==> src/rtl/maquina_receptor.sv <==
// Snoop-side MSI controller: owns the line state/tag table of one private cache,
// reacts to bus coherence messages and drives the write-back handshake on Modified hits.
module maquina_receptor #(
   parameter int NUM_LINHAS = 4,
   parameter int TAG_W      = 4,
   parameter int IDX_W      = 2
) (
   input  logic             clock,
   input  logic             reset_n,
   input  logic             msg_valida,
   input  logic [1:0]       msg,
   input  logic [TAG_W-1:0] msg_tag,
   output logic             msg_aceita,
   input  logic             local_escrita,
   input  logic [IDX_W-1:0] local_linha,
   input  logic [TAG_W-1:0] local_tag,
   input  logic [1:0]       local_estado,
   input  logic [IDX_W-1:0] consulta_linha,
   output logic [1:0]       consulta_estado,
   output logic [TAG_W-1:0] consulta_tag,
   output logic             wb_req,
   output logic [IDX_W-1:0] wb_linha,
   input  logic             wb_ack,
   output logic             abortar_mem,
   output logic             ocupado,
   output logic             erro_protocolo
);

   localparam logic [1:0] INVALIDO      = 2'b00;
   localparam logic [1:0] MODIFICADO    = 2'b01;
   localparam logic [1:0] COMPARTILHADO = 2'b10;

   localparam logic [1:0] INVALIDAR     = 2'b00;
   localparam logic [1:0] READ_MISS     = 2'b01;
   localparam logic [1:0] WRITE_MISS    = 2'b10;
   localparam logic [1:0] SEM_MENSAGEM  = 2'b11;

   typedef enum logic [1:0] {
      OCIOSO,
      BUSCA,
      WRITEBACK
   } estado_fsm_t;

   estado_fsm_t estado_q, estado_d;

   logic [1:0]       tab_estado [NUM_LINHAS];
   logic [TAG_W-1:0] tab_tag    [NUM_LINHAS];

   logic [1:0]       msg_q;
   logic [TAG_W-1:0] tag_q;
   logic [1:0]       pendente_q, pendente_d;

   logic             aceita_d, wb_req_d, abortar_d, ocupado_d, erro_d;
   logic [IDX_W-1:0] wb_linha_d;

   logic             hit;
   logic [IDX_W-1:0] hit_idx;
   logic [1:0]       hit_estado;

   logic             escreve_tab;
   logic [IDX_W-1:0] escreve_idx;
   logic [1:0]       escreve_estado;

   logic             transferencia;
   logic             escrita_local_ok;
   logic [1:0]       local_estado_ok;

   assign transferencia    = msg_valida && msg_aceita && (estado_q == OCIOSO);
   assign escrita_local_ok = local_escrita && (estado_q == OCIOSO);
   assign local_estado_ok  = (local_estado == 2'b11) ? INVALIDO : local_estado;

   assign consulta_estado = tab_estado[consulta_linha];
   assign consulta_tag    = tab_tag[consulta_linha];

   // Scanning downwards lets the lowest matching index win.
   always_comb begin
      hit     = 1'b0;
      hit_idx = '0;
      for (int i = NUM_LINHAS - 1; i >= 0; i--) begin
         if ((tab_estado[i] != INVALIDO) && (tab_tag[i] == tag_q)) begin
            hit     = 1'b1;
            hit_idx = IDX_W'(i);
         end
      end
   end

   assign hit_estado = tab_estado[hit_idx];

   // Next-state and next-output logic; outputs are registered from these values.
   always_comb begin
      estado_d       = estado_q;
      pendente_d     = pendente_q;
      wb_req_d       = wb_req;
      wb_linha_d     = wb_linha;
      abortar_d      = 1'b0;
      erro_d         = erro_protocolo;
      escreve_tab    = 1'b0;
      escreve_idx    = hit_idx;
      escreve_estado = INVALIDO;

      case (estado_q)
         OCIOSO: begin
            if (transferencia && (msg != SEM_MENSAGEM)) begin
               estado_d = BUSCA;
            end
         end

         BUSCA: begin
            estado_d = OCIOSO;
            if (hit) begin
               if (hit_estado == COMPARTILHADO) begin
                  escreve_tab = (msg_q != READ_MISS);
               end else if (hit_estado == MODIFICADO) begin
                  if (msg_q == INVALIDAR) begin
                     erro_d      = 1'b1;
                     escreve_tab = 1'b1;
                  end else if ((msg_q == READ_MISS) || (msg_q == WRITE_MISS)) begin
                     estado_d   = WRITEBACK;
                     pendente_d = (msg_q == READ_MISS) ? COMPARTILHADO : INVALIDO;
                     wb_req_d   = 1'b1;
                     wb_linha_d = hit_idx;
                     abortar_d  = 1'b1;
                  end
               end
            end
         end

         WRITEBACK: begin
            if (wb_ack) begin
               escreve_tab    = 1'b1;
               escreve_idx    = wb_linha;
               escreve_estado = pendente_q;
               wb_req_d       = 1'b0;
               estado_d       = OCIOSO;
            end
         end

         default: begin
            estado_d = OCIOSO;
            wb_req_d = 1'b0;
         end
      endcase

      aceita_d  = (estado_d == OCIOSO);
      ocupado_d = (estado_d != OCIOSO);
   end

   always_ff @(posedge clock or negedge reset_n) begin
      if (!reset_n) begin
         estado_q       <= OCIOSO;
         msg_q          <= SEM_MENSAGEM;
         tag_q          <= '0;
         pendente_q     <= INVALIDO;
         msg_aceita     <= 1'b1;
         wb_req         <= 1'b0;
         wb_linha       <= '0;
         abortar_mem    <= 1'b0;
         ocupado        <= 1'b0;
         erro_protocolo <= 1'b0;
      end else begin
         estado_q       <= estado_d;
         pendente_q     <= pendente_d;
         msg_aceita     <= aceita_d;
         wb_req         <= wb_req_d;
         wb_linha       <= wb_linha_d;
         abortar_mem    <= abortar_d;
         ocupado        <= ocupado_d;
         erro_protocolo <= erro_d;
         if (transferencia) begin
            msg_q <= msg;
            tag_q <= msg_tag;
         end
      end
   end

   // FSM updates and local writes never coincide: local writes only land in OCIOSO.
   always_ff @(posedge clock or negedge reset_n) begin
      if (!reset_n) begin
         for (int i = 0; i < NUM_LINHAS; i++) begin
            tab_estado[i] <= INVALIDO;
            tab_tag[i]    <= '0;
         end
      end else if (escreve_tab) begin
         tab_estado[escreve_idx] <= escreve_estado;
      end else if (escrita_local_ok) begin
         tab_estado[local_linha] <= local_estado_ok;
         tab_tag[local_linha]    <= local_tag;
      end
   end

endmodule
==> config.mk <==
export PLATFORM = sky130hd
export DESIGN_NAME = maquina_receptor
export DESIGN_NICKNAME = d
export VERILOG_FILES = /design/src/rtl/maquina_receptor.sv
export SDC_FILE = /design/constraint.sdc
export NUM_CORES = 1
export LEC_CHECK = 0
export CORE_MARGIN = 3
export CORE_UTILIZATION = 49
export DETAILED_ROUTE_END_ITERATION = 8
export PLACE_DENSITY = 0.81
export SYNTH_ARGS = -nofsm -noshare
export SYNTH_HDL_FRONTEND = slang
export SYNTH_SLANG_ARGS = --single-unit
export TNS_END_PERCENT = 30
==> constraint.sdc <==
create_clock -name clock -period 2.85 [get_ports clock]
set_input_delay 0.57 -clock clock [delete_from_list [all_inputs] [get_ports clock]]
set_output_delay 0.57 -clock clock [all_outputs]
set_load 0.01 [all_outputs]
==> run_results.csv <==
group,metric,value,unit
die,die_h,76.0,µm
global_routing,grt_antenna_before_repair,0,
flow_run,maxCapViolations,0,
setup_path,path_delay_family,"simple AND/OR/NAND/NOR gates",
synth,synth_fp_nets,233,
clock_tree,clkTransAtPathRegs,0.08,ns
die,die_w,76.0,µm
detailed_routing,antenna_left,0,
finish,area_delta_synth_final,35.4,%
power,vdd_drop_max,0.591,mV
sta,hold_viol,0,
synth,syn_inst,206,
synth,synth_top_area_share,0.385,
placement,pre_cts_ws,-0.191,ns
synth,synth_top_cell_by_area,"dfrtp_1",
synth,synth_most_common_cell,"dfrtp_1",
clock_tree,hold_buffers,0,
synth,ys_top_cells_by_area,"dfrtp_1 (39%), mux2_2 (11%), mux4_2 (5.6%), xor2_1 (4.0%), dfstp_2 (3.3%)",
detailed_routing,wire_per_inst,18.2,µm
placement,dpl_cell_area,2880,µm²
setup_path,crit_arrival,3.08,ns
die,start_util,0.530,
placement,hpwl,4170,µm
power,p_leak,1.37,nW
setup_path,crit_path_max_incr_delay,0.51,ns
synth,async_reset_ff_frac,1.00,
synth,synth_seq_cells,40,
sta,fin_worst_skew,0.00537,ns
die,die_area,5780,µm²
setup_path,cp_data_required_time,3.04,ns
run_status,violations,"negative setup slack",
synth,yosysSeqAreaShare,0.418,
clock_tree,clockRootBuffer,"clkbuf_8",
finish,insertedDiodeCount,0,
detailed_routing,highest_layer,"met4",
setup_path,slowest_stage,"or4_4",
detailed_routing,route.detailed.drc,0,
global_routing,grt-ovfl-total,0,
detailed_routing,dr_wl_met2,2880,µm
clock_tree,clkLatencyLatePin,0.30,ns
sta,worstMarginPinSlew,0.863,ns
clock_tree,cts_buffers,5,
placement,port_buffers,33,
setup_path,cp-end-kind,"flop",
detailed_routing,vias,1843,
synth,ys_types,44,
synth,synth.top_cells.by_count,"dfrtp_1 (37), mux2_2 (24), inv_1 (14), a21oi_1 (11), xor2_1 (11)",
clock_tree,cts_tree,"yes",
setup_path,worstPathMaxFanout,6,
synth,synth_edf_count,0,
sta,fmax,345,MHz
detailed_routing,detail_route.iter0.violations,119,
die,io_pins,34,
power,power_per_cell_area,1160,nW/µm²
sta,final_max_slew_viol_count,0,
die,core,4530,µm²
sta,setup_ws,-0.0463,ns
global_routing,grt_max_degree,41,
finish,fin_area,3250,µm²
detailed_routing,met3_length,325,µm
clock_tree,cts_buffer_depth,2,
sta,min_period,2.90,ns
placement,routabilityCongestion,0.887,
clock_tree,cts_max_level,2,
synth,syn_area,2400,µm²
clock_tree,cts_sinks,40,
synth,avgSynthCellArea,11.7,µm²
finish,fill_cells,307,
detailed_routing,postRouteWirelength,5980,µm
synth,synth_flop_cell,"dfrtp_1",
sta,slew_headroom,0.424,
run_status,status,"finished with violations",
sta,setup_viol,11,
global_routing,grt_pass1_vias,1832,
detailed_routing,drt_first_pass_iters,4,
setup_path,startpoint_type,"flop",
die,rows,24,
sta,finalCritPeriodShare,1.02,
setup_path,crit_path_cell_trace,"buf_12 -> xor2_2 -> nor4_4 -> buf_4 -> a2bb2oi_4 -> a21oi_2 -> o2bb2ai_2 -> nand4_1 -> a21boi_4 -> or4_4 -> mux2_4",
setup_path,crit_type,"reg -> reg",
placement,dp.cells,312,
detailed_routing,avgViaCountPerCell,5.62,
detailed_routing,m1WireLength,2650,µm
finish,final_cells,328,
sta,rsz0062_at_grt,"true",
global_routing,grt_pass1_wl,9050,µm
finish,drive_above_1_share,0.388,
synth,synth_warnings,0,
finish,finish.net_count,289,
setup_path,path_buf_inv,2,
worst_hold_path,holdCritPathClass,"in -> async",
global_routing,track_usage,0.195,
-- flip-flops by register name, summed over array words and instances, names as in the netlist, 2 cells and up --
| register | flops |
|---|---|
| tab_tag | 16 |
| tab_estado | 8 |
| tag_q | 4 |
| estado_q | 2 |
| msg_q | 2 |
| wb_linha | 2 |
-- power by group --
| group | internal (W) | switching (W) | total (W) |
|---|---|---|---|
| sequential | 0.000840 | 0.000350 | 0.00119 |
| clock | 0.000264 | 0.000215 | 0.000479 |
| combinational | 0.00113 | 0.000960 | 0.00209 |
-- repair_timing --
item,4_1_cts,5_1_grt
buffers inserted,2,8
endpoints found under the setup margin,24,27
resized for setup,5,35
pin swaps,6,10
-- area by class of cell --
type / count / area [µm²] / area share
clock buffer: 5 / 68.8 / 0.0212
multi-input combinational: 145 / 1460 / 0.449
clock inverter: 3 / 46.3 / 0.0142
inverter: 14 / 52.6 / 0.0162
sequential: 40 / 1010 / 0.310
tap: 65 / 81.3 / 0.0250
timing repair buffer: 56 / 534 / 0.164
-- routing by layer --
metal,vias to the layer above,GRT usage
met4,0,0.0688
met1,906,0.271
li1,863,-
met5,-,0
met3,13,0.0426
met2,61,0.302
-- kinds of logic (layout without fill, tap and decap cells) --
kind of cell / Yosys count / count (layout) / share of synthesized area
simple gates: 46 / 46 / 0.117
mux: 42 / 42 / 0.229
flops: 40 / 40 / 0.418
compound gates: 35 / 35 / 0.102
buf+inv: 21 / 78 / 0.0448
xor+xnor: 16 / 16 / 0.0583
fa+ha+maj: 6 / 6 / 0.0312
-- worst paths after layout --
kind	from	endpoint	slack [ns]	cells past startpoint
max	tag_q[1]$_DFFE_PN0P_	tab_tag[15]$_DFFE_PN0P_	-0.05	11
min	reset_n	ocupado$_DFF_PN0_	0.38	1
max reg2reg	tag_q[1]$_DFFE_PN0P_	tab_tag[15]$_DFFE_PN0P_	-0.05	11
min reg2reg	erro_protocolo$_DFFE_PN0P_	erro_protocolo$_DFFE_PN0P_	0.48	1
max in group asynchronous	reset_n	tag_q[0]$_DFFE_PN0P_	1.87	1
min in group clock	erro_protocolo$_DFFE_PN0P_	erro_protocolo$_DFFE_PN0P_	0.48	1
-- placed cells by master, fill, tap and decap left out, types with 8 or more instances in the layout --
master and count:
a21oi_1 8, buf_4 18, clkdlybuf4s50_1 32, dfrtp_1 33, inv_1 14, mux2_2 20
mux2_4 9, nand3_1 8, nor2_1 9, xor2_1 8
-- worst register-to-register path, stage by stage (launching register included) --
cell,delay [ns]
dfrtp_2,0.49
buf_12,0.16
xor2_2,0.17
nor4_4,0.31
buf_4,0.21
a2bb2oi_4,0.07
a21oi_2,0.16
o2bb2ai_2,0.08
nand4_1,0.18
a21boi_4,0.12
or4_4,0.51
mux2_4,0.33
-- per-stage QoR --
stage | power [W] | hold WS [ns] | utilization | TNS (ns)
final | 0.00376 | 0.380 | 0.717 | -0.315
after floorplan | 0.00218 | 0.274 | - | 0
after global routing | 0.00397 | 0.446 | 0.717 | -2.64
after global placement | 0.00274 | 0.451 | 0.635 | -0.414
after detailed placement | 0.00279 | 0.452 | 0.635 | -2.81
after CTS | 0.00334 | 0.411 | 0.670 | 0
Note: power is estimated with default switching activity, not from simulation.
